### config.mk
export PLATFORM = sky130hd
export DESIGN_NAME = demux32_scatter
export DESIGN_NICKNAME = d
export VERILOG_FILES = /design/src/rtl/demux32_pkg.sv /design/src/rtl/demux32_scatter_decoder.sv /design/src/rtl/demux32_scatter.sv
export SDC_FILE = /design/constraint.sdc
export NUM_CORES = 1
export LEC_CHECK = 0
export BUFFER_PORTS_ARGS = -buffer_cell sky130_fd_sc_hd__buf_2
export CORE_MARGIN = 2
export CORE_UTILIZATION = 30
export DETAILED_ROUTE_END_ITERATION = 7
export PLACE_DENSITY = 0.56
export RECOVER_POWER = 25
export REMOVE_ABC_BUFFERS = 1
export SYNTH_ARGS = -nofsm -noshare
export SYNTH_HDL_FRONTEND = slang
export SYNTH_SLANG_ARGS = --single-unit
export TNS_END_PERCENT = 5
### constraint.sdc
create_clock -name clk -period 2.3 [get_ports clk]
set_clock_uncertainty 0.15 [all_clocks]
set_input_delay 0.23 -clock clk [delete_from_list [all_inputs] [get_ports clk]]
set_output_delay 0.23 -clock clk [all_outputs]
set_load 0.01 [all_outputs]
### src/rtl/demux32_pkg.sv
// demux32 shared types and sizes.
// Exports the state enum, channel/select/length widths and the effective-length helper.
package demux32_pkg;

    typedef enum logic {
        S_IDLE,
        S_BURST
    } demux32_state_t;

    localparam int CHANNELS = 32;
    localparam int SEL_W    = 5;
    localparam int LEN_W    = 6;

    // A length of 0 or anything past 32 means a full sweep.
    function automatic logic [LEN_W-1:0] eff_len(
        input logic [LEN_W-1:0] len
    );
        if (len == '0 || len > LEN_W'(CHANNELS)) begin
            return LEN_W'(CHANNELS);
        end
        return len;
    endfunction

endpackage

### src/rtl/demux32_scatter_decoder.sv
// decoder_5_to_32: one-hot write-enable decoder with enable.
// Ports: en (write strobe), addr (channel), onehot (per-channel enables).
module decoder_5_to_32
    import demux32_pkg::*;
(
    input  logic                en,
    input  logic [SEL_W-1:0]    addr,
    output logic [CHANNELS-1:0] onehot
);

    always_comb begin
        onehot = '0;
        if (en) begin
            onehot[addr] = 1'b1;
        end
    end

endmodule

### src/rtl/demux32_scatter.sv
// demux32_scatter: routes one word per handshake into 32 registered channels,
// with single writes and auto-incrementing bursts that wrap 31->0.
// Ports: clk, rst (sync, active-high); in_valid/in_ready handshake (in_ready = ~hold);
//   in_data, select, burst, burst_len (sampled in idle); hold; clear_updated;
//   outs[31:0][N-1:0] channel registers; updated sticky flags; busy (in burst).
// Option: DEMUX32_ZERO_REG_EN hardwires channel 0 (outs[0]=0, updated[0]=0).
module demux32_scatter
    import demux32_pkg::*;
#(
    parameter int N = 8
) (
    input  logic                        clk,
    input  logic                        rst,
    input  logic                        in_valid,
    output logic                        in_ready,
    input  logic [N-1:0]                in_data,
    input  logic [SEL_W-1:0]            select,
    input  logic                        burst,
    input  logic [LEN_W-1:0]            burst_len,
    input  logic                        hold,
    input  logic [CHANNELS-1:0]         clear_updated,
    output logic [CHANNELS-1:0][N-1:0]  outs,
    output logic [CHANNELS-1:0]         updated,
    output logic                        busy
);

    demux32_state_t             state_q, state_d;
    logic [SEL_W-1:0]           ptr_q, ptr_d;
    logic [LEN_W-1:0]           rem_q, rem_d;
    logic [CHANNELS-1:0][N-1:0] outs_q, outs_d;
    logic [CHANNELS-1:0]        upd_q, upd_d;

    logic                       accept;
    logic [SEL_W-1:0]           waddr;
    logic [CHANNELS-1:0]        we;
    logic [LEN_W-1:0]           len_eff;

    assign in_ready = ~hold;
    assign accept   = in_valid & ~hold;
    assign waddr    = (state_q == S_BURST) ? ptr_q : select;
    assign len_eff  = eff_len(burst_len);

    decoder_5_to_32 u_dec (
        .en     (accept),
        .addr   (waddr),
        .onehot (we)
    );

    always_comb begin
        state_d = state_q;
        ptr_d   = ptr_q;
        rem_d   = rem_q;
        unique case (state_q)
            S_IDLE: begin
                if (accept && burst && len_eff > LEN_W'(1)) begin
                    ptr_d   = select + SEL_W'(1);
                    rem_d   = len_eff - LEN_W'(1);
                    state_d = S_BURST;
                end
            end
            S_BURST: begin
                if (accept) begin
                    ptr_d = ptr_q + SEL_W'(1);
                    rem_d = rem_q - LEN_W'(1);
                    if (rem_q == LEN_W'(1)) begin
                        state_d = S_IDLE;
                    end
                end
            end
            default: state_d = S_IDLE;
        endcase
    end

    always_comb begin
        for (int k = 0; k < CHANNELS; k++) begin
            outs_d[k] = we[k] ? in_data : outs_q[k];
        end
        // Set wins over a same-cycle clear.
        upd_d = (upd_q & ~clear_updated) | we;
`ifdef DEMUX32_ZERO_REG_EN
        outs_d[0] = '0;
        upd_d[0]  = 1'b0;
`else
`endif
    end

    always_ff @(posedge clk) begin
        if (rst) begin
            state_q <= S_IDLE;
            ptr_q   <= '0;
            rem_q   <= '0;
            outs_q  <= '0;
            upd_q   <= '0;
        end else begin
            state_q <= state_d;
            ptr_q   <= ptr_d;
            rem_q   <= rem_d;
            outs_q  <= outs_d;
            upd_q   <= upd_d;
        end
    end

    assign outs    = outs_q;
    assign updated = upd_q;
    assign busy    = (state_q == S_BURST);

endmodule
### Word level (Yosys, flattened, before mapping)

Cells that the tools add are included.

* register bits: 300
* logic and storage cells: 76

* add/sub/neg operators: 4
* magnitude comparators: 4
* eq/ne operators: 3
* mux-type cells: 17
* bitwise operators: 6
* reductions and logical operators: 6

Operators with widths (number)
* bitwise AND 32 bit: 1
* 2-to-1 mux 32 bit: 1
* NOT 32 bit: 1
* bitwise OR 32 bit: 1
* 2-to-1 mux 6 bit: 4
* 2-to-1 mux 5 bit: 3
* one-hot mux 6 bit (2 select lines): 1
* subtractor 6 x 1 -> 6 bit (second input constant): 2
* adder 5 x 1 -> 5 bit (second input constant): 2
* one-hot mux 5 bit (2 select lines): 1
* == test 6 x 1 -> 1 bit (second input constant): 1
* > comparator 6 x 1 -> 1 bit (second input constant): 1
* > comparator 6 bit (second input constant): 1
* logical NOT 6 bit: 1
* < comparator 5 x 6 -> 1 bit (second input constant): 1
* demux 1 bit (select 5 bit): 1
* greater-or-equal comparator 5 x 1 -> 1 bit (second input constant): 1
* 2-to-1 mux 1 bit: 5
* logical AND 1 bit: 3
* != test 2 x 1 -> 1 bit (second input constant): 1
* != test 2 bit (second input constant): 1
* NOT 1 bit: 2
* one-hot mux 1 bit (2 select lines): 1
* AND reduction 2 bit: 1
* other kinds (2): 2

### Longest topological paths before layout

* depth after elaboration: 8
* mapped depth: 10
* mapped depth without buffers: 8

### Cells and area by module

From an unflattened synthesis, not the netlist that was laid out.

* cells, all modules: 1144
* area total of the unflattened synthesis: 11209.5 um^2

By module, submodules not included
* demux32_scatter: times used 1, cells an instance 1097, area each 10979.3 um^2
* decoder_5_to_32: times used 1, cells an instance 47, area each 230.2 um^2

### Least setup slack after synthesis

Ideal clock, no wire load.

* path kind: reg-to-reg
* start point: reg state_q, in the netlist busy
* end point: reg outs_q (netlist bit outs[56])
* arrival: 2.126 ns
* required time: 2.022 ns
* slack: -0.104 ns
* cell stages (with the launch flop): 11
* buffers on the path: 3
* cells stage by stage: dfxtp_1 buf_6 buf_4 mux2i_1 inv_1 ha_1 and3b_1 o211ai_1 buf_2 mux2i_1 nor2_1

* cells in the longest elaborated chain, start to end: 6
* elaborated cells between the ends (all ways): 7
* those cells by class: order compare: 2; mux: 4; reduce/logical: 1

RTL lines
* start, declared: RTL line demux32_scatter.sv:27 `demux32_state_t state_q, state_d;`
* start signal, assigned: RTL line demux32_scatter.sv:95 `state_q <= state_d;`
* 2-to-1 mux 5 bit (*): RTL line demux32_scatter.sv:40 `assign waddr = (state_q == S_BURST) ? ptr_q : select;`
* < comparator 5 x 6 -> 1 bit (not written as such) / greater-or-equal comparator 5 x 1 -> 1 bit (equally long branches): RTL line demux32_scatter_decoder.sv:14 `onehot[addr] = 1'b1;`
* logical AND 1 bit (not written as such): RTL line demux32_scatter_decoder.sv:14
* 2-to-1 mux 1 bit (not written as such): RTL line demux32_scatter_decoder.sv:14
* demux 1 bit (select 5 bit) (*)
* 2-to-1 mux 32 bit (*): RTL line demux32_scatter_decoder.sv:13 `if (en) begin`
* end signal, assigned: RTL line demux32_scatter.sv:98 `outs_q <= outs_d;`
* end, declared: RTL line demux32_scatter.sv:30 `logic [CHANNELS-1:0][N-1:0] outs_q, outs_d;`

Mark *: on every way between the ends. The rest lies on a longest branch, timed or not.
A chain may end at the register's enable or synchronous reset.

### Worst setup path after layout

* start point: reg state_q, in the netlist busy
* end point: reg outs_q (netlist bit outs[156])

Same word-level chain as after synthesis.

==> flow_summary_export.csv <==
group,metric,value,unit
clock_network,cts_buffers,34,
yosys,yosysSeqAreaShare,51.7,%
yosys,synth-edff-count,0,
floorplanning,placementRows,72,
clock_network,clk_latency,530,ps
power,p_per_area,732,nW/µm²
worst_setup_path,cp.arrival,2480,ps
final_layout,layout_commonest_cell,"dfxtp_1",
floorplanning,die_h,201,µm
timing,tightest_slew,955,ps
final_layout,drive_gt1_share,22.3,%
yosys,ys_async_sr_fraction,0,%
global_route,grt_pass1_vias,9212,
placed_design,dp_hpwl,24.0,mm
final_layout,final_cell_mix,"dfxtp_1 (299), nor2_1 (280), mux2i_1 (259)",
floorplanning,ios,346,
worst_hold_path,worstHoldEndpoint,"rem_q[0]",
routing,wl,36.4,mm
clock_network,cts_buffer_depth,3,
final_layout,area_delta_synth_final,34.9,%
placed_design,dp_slack,-58.1,ps
routing,wl_met2,17.1,mm
routing,firstDrtPassIters,5,
run_status,status,"finished, final reports clean",
worst_setup_path,rrSetupSlack,70,ps
yosys,syn_inst,1152,
final_layout,final_nets,1591,
timing,layout_min_cycle_time,2230,ps
routing,detail-route-antenna-nets,0,
global_route,grt_use_total,17.6,%
timing,rsz0062_at_grt,"yes",
routing,drt_iter0_drc,411,
floorplanning,core,38500,µm²
routing,drc,0,
worst_setup_path,r2r_end,"outs[156]",
global_route,grt-ovfl-total,0,
clock_network,clk_pin_slew,60,ps
routing,highest_layer,"met4",
final_layout,nFillCells,3910,
global_route,grt_max_degree,73,
global_route,antenna_found_initial,3,
worst_hold_path,min_from,"burst_len[0]",
worst_hold_path,hold_depth,5,
timing,drv_slew,0,
power,power,0.0115,W
timing,slew_headroom,36.3,%
clock_network,ctsRootBufferMaster,"clkbuf_16",
floorplanning,dieArea,40300,µm²
timing,min_period_over_period,97.1,%
routing,routedWlPerCell,17.6,µm
routing,wl_met1,16.2,mm
clock_network,cts_sinks,300,
clock_network,tritoncts,"built",
power,ir_worst_vdd,0.472,mV
worst_setup_path,start_kind,"register",
power,leakagePower,7.19,nW
floorplanning,die_w,201,µm
routing,routed-wl-met3,2.03,mm
placed_design,gp_congestion,0.831,
yosys,synth_cell_types,54,
worst_setup_path,crit_required,2550,ps
run,drv_cap,0,
worst_hold_path,hold_path.class,"in2reg",
worst_setup_path,crit_fanout,9,
timing,final-hold-violation-count,0,
routing,vias_per_cell,4.59,
yosys,synth-seq-cells,300,
timing,setup_ws,66.1,ps
routing,via_count,9508,
global_route,grt_pass1_wl,55.2,mm
timing,setup_viol,0,
worst_setup_path,r2r-start,"busy",
floorplanning,start_util,30.2,%
worst_setup_path,path_class,"reg2reg",
yosys,synth_area,11600,µm²
clock_network,cts_max_level,2,
yosys,syn_avg_cell_area,10.1,µm²
worst_setup_path,rr_worst_depth,8,
worst_setup_path,end_kind,"register",
yosys,ys.flop_type,"dfxtp_1",
yosys,ys_warn_count,0,
timing,fmax,448,MHz
placed_design,portBuffers,345,
==> how the worst max path moves through the flow <==
stage | startpoint | to | slack, ps | cells past startpoint
after detailed placement | busy | outs[195] | -60 | 7
final | busy | outs[156] | 70 | 8
after CTS | busy | outs[195] | 30 | 7
after global routing | busy | outs[156] | -20 | 8
after floorplan | busy | outs[184] | -1230 | 7
after global placement | busy | outs[157] | 60 | 8
==> flip-flops by register name, summed over array words and instances (netlist names) <==
register  cells
ptr_q         5
updated      32
outs        256
busy          1
rem_q         6
==> per-stage QoR <==
step / instance area (µm²) / setup TNS [ps] / utilization [%] / hold slack [ps] / std cells
finish: 15700 / 0 / 40.8 / 58.2 / 2071
CTS: 15800 / 0 / 41.0 / 9.40 / 2062
floorplan: 11100 / -245450 / - / 149 / 1049
detailed placement: 14300 / -656 / 37.1 / 311 / 1968
global placement: 14300 / 0 / 37.1 / 304 / 1968
global route: 15700 / -136 / 40.8 / 66.2 / 2071
==> cells in the mapped netlist (4+ instances only) <==
cell	instances	area [µm²]
nand2_1	7	26.3
nand3_1	10	50.1
a211oi_1	13	97.6
ha_1	8	100
nand3b_1	7	52.6
nor2_1	280	1050
a211oi_2	4	50.1
buf_6	7	78.8
and3b_1	6	52.6
clkbuf_1	52	195
buf_4	20	150
a21oi_1	40	200
dfxtp_1	300	6010
inv_1	28	105
buf_2	24	120
nand2b_1	16	100
o211ai_1	17	128
mux2i_1	262	2620
==> worst max-delay path: stages (launching register included) <==
cell      delay [ps]
dfxtp_2          400
mux2i_4          320
inv_1            100
ha_1             240
and3b_1          230
o211ai_1         190
buf_12           190
mux2i_1          210
nor2_1            60
==> what timing repair did <==
action | CTS | global route
cloned | 0 | 1
hold endpoints to repair | 75 | 0
setup buffers | 0 | 6
hold buffers | 34 | 0
gates resized for setup | 5 | 4
setup endpoints to repair | 99 | 109
pin swaps | 1 | 5
==> cells by family after synthesis <==
kind of cell | after synthesis | synth area share [%]
xor gates and xnor gates | 3 | 0.226
AOI/OAI and AO/OA | 99 | 5.85
adders and majority gates | 8 | 0.862
buffers and inverters | 131 | 5.59
muxes | 264 | 22.8
DFF | 300 | 51.7
and+or+nand+nor | 347 | 13.0
==> power breakdown <==
part           total (W)  internal, W  switching (W)  leakage, nW
Combinational   0.000678     0.000254       0.000424         4.21
Sequential       0.00526      0.00523      0.0000300         2.42
Clock            0.00553      0.00339        0.00214        0.560
==> per-layer routing <==
layer | GRT usage (%) | vias up
li1 | - | 4635
met2 | 28.8 | 260
met4 | 7.30 | 0
met3 | 4.25 | 59
met5 | 0 | -
met1 | 22.1 | 4554
==> layout make-up <==
| cell class | count | area, µm² | area share, % |
|---|---|---|---|
| Tap cell | 518 | 648 | 4.13 |
| Multi-Input combinational cell | 721 | 5060 | 32.3 |
| Clock buffer | 55 | 1060 | 6.78 |
| Clock inverter | 5 | 82.6 | 0.527 |
| Sequential cell | 300 | 6010 | 38.3 |
| Antenna cell | 2 | 5.00 | 0.0319 |
| Timing Repair Buffer | 442 | 2710 | 17.3 |
| Inverter | 28 | 105 | 0.670 |
(Power assumes the default switching activity.)
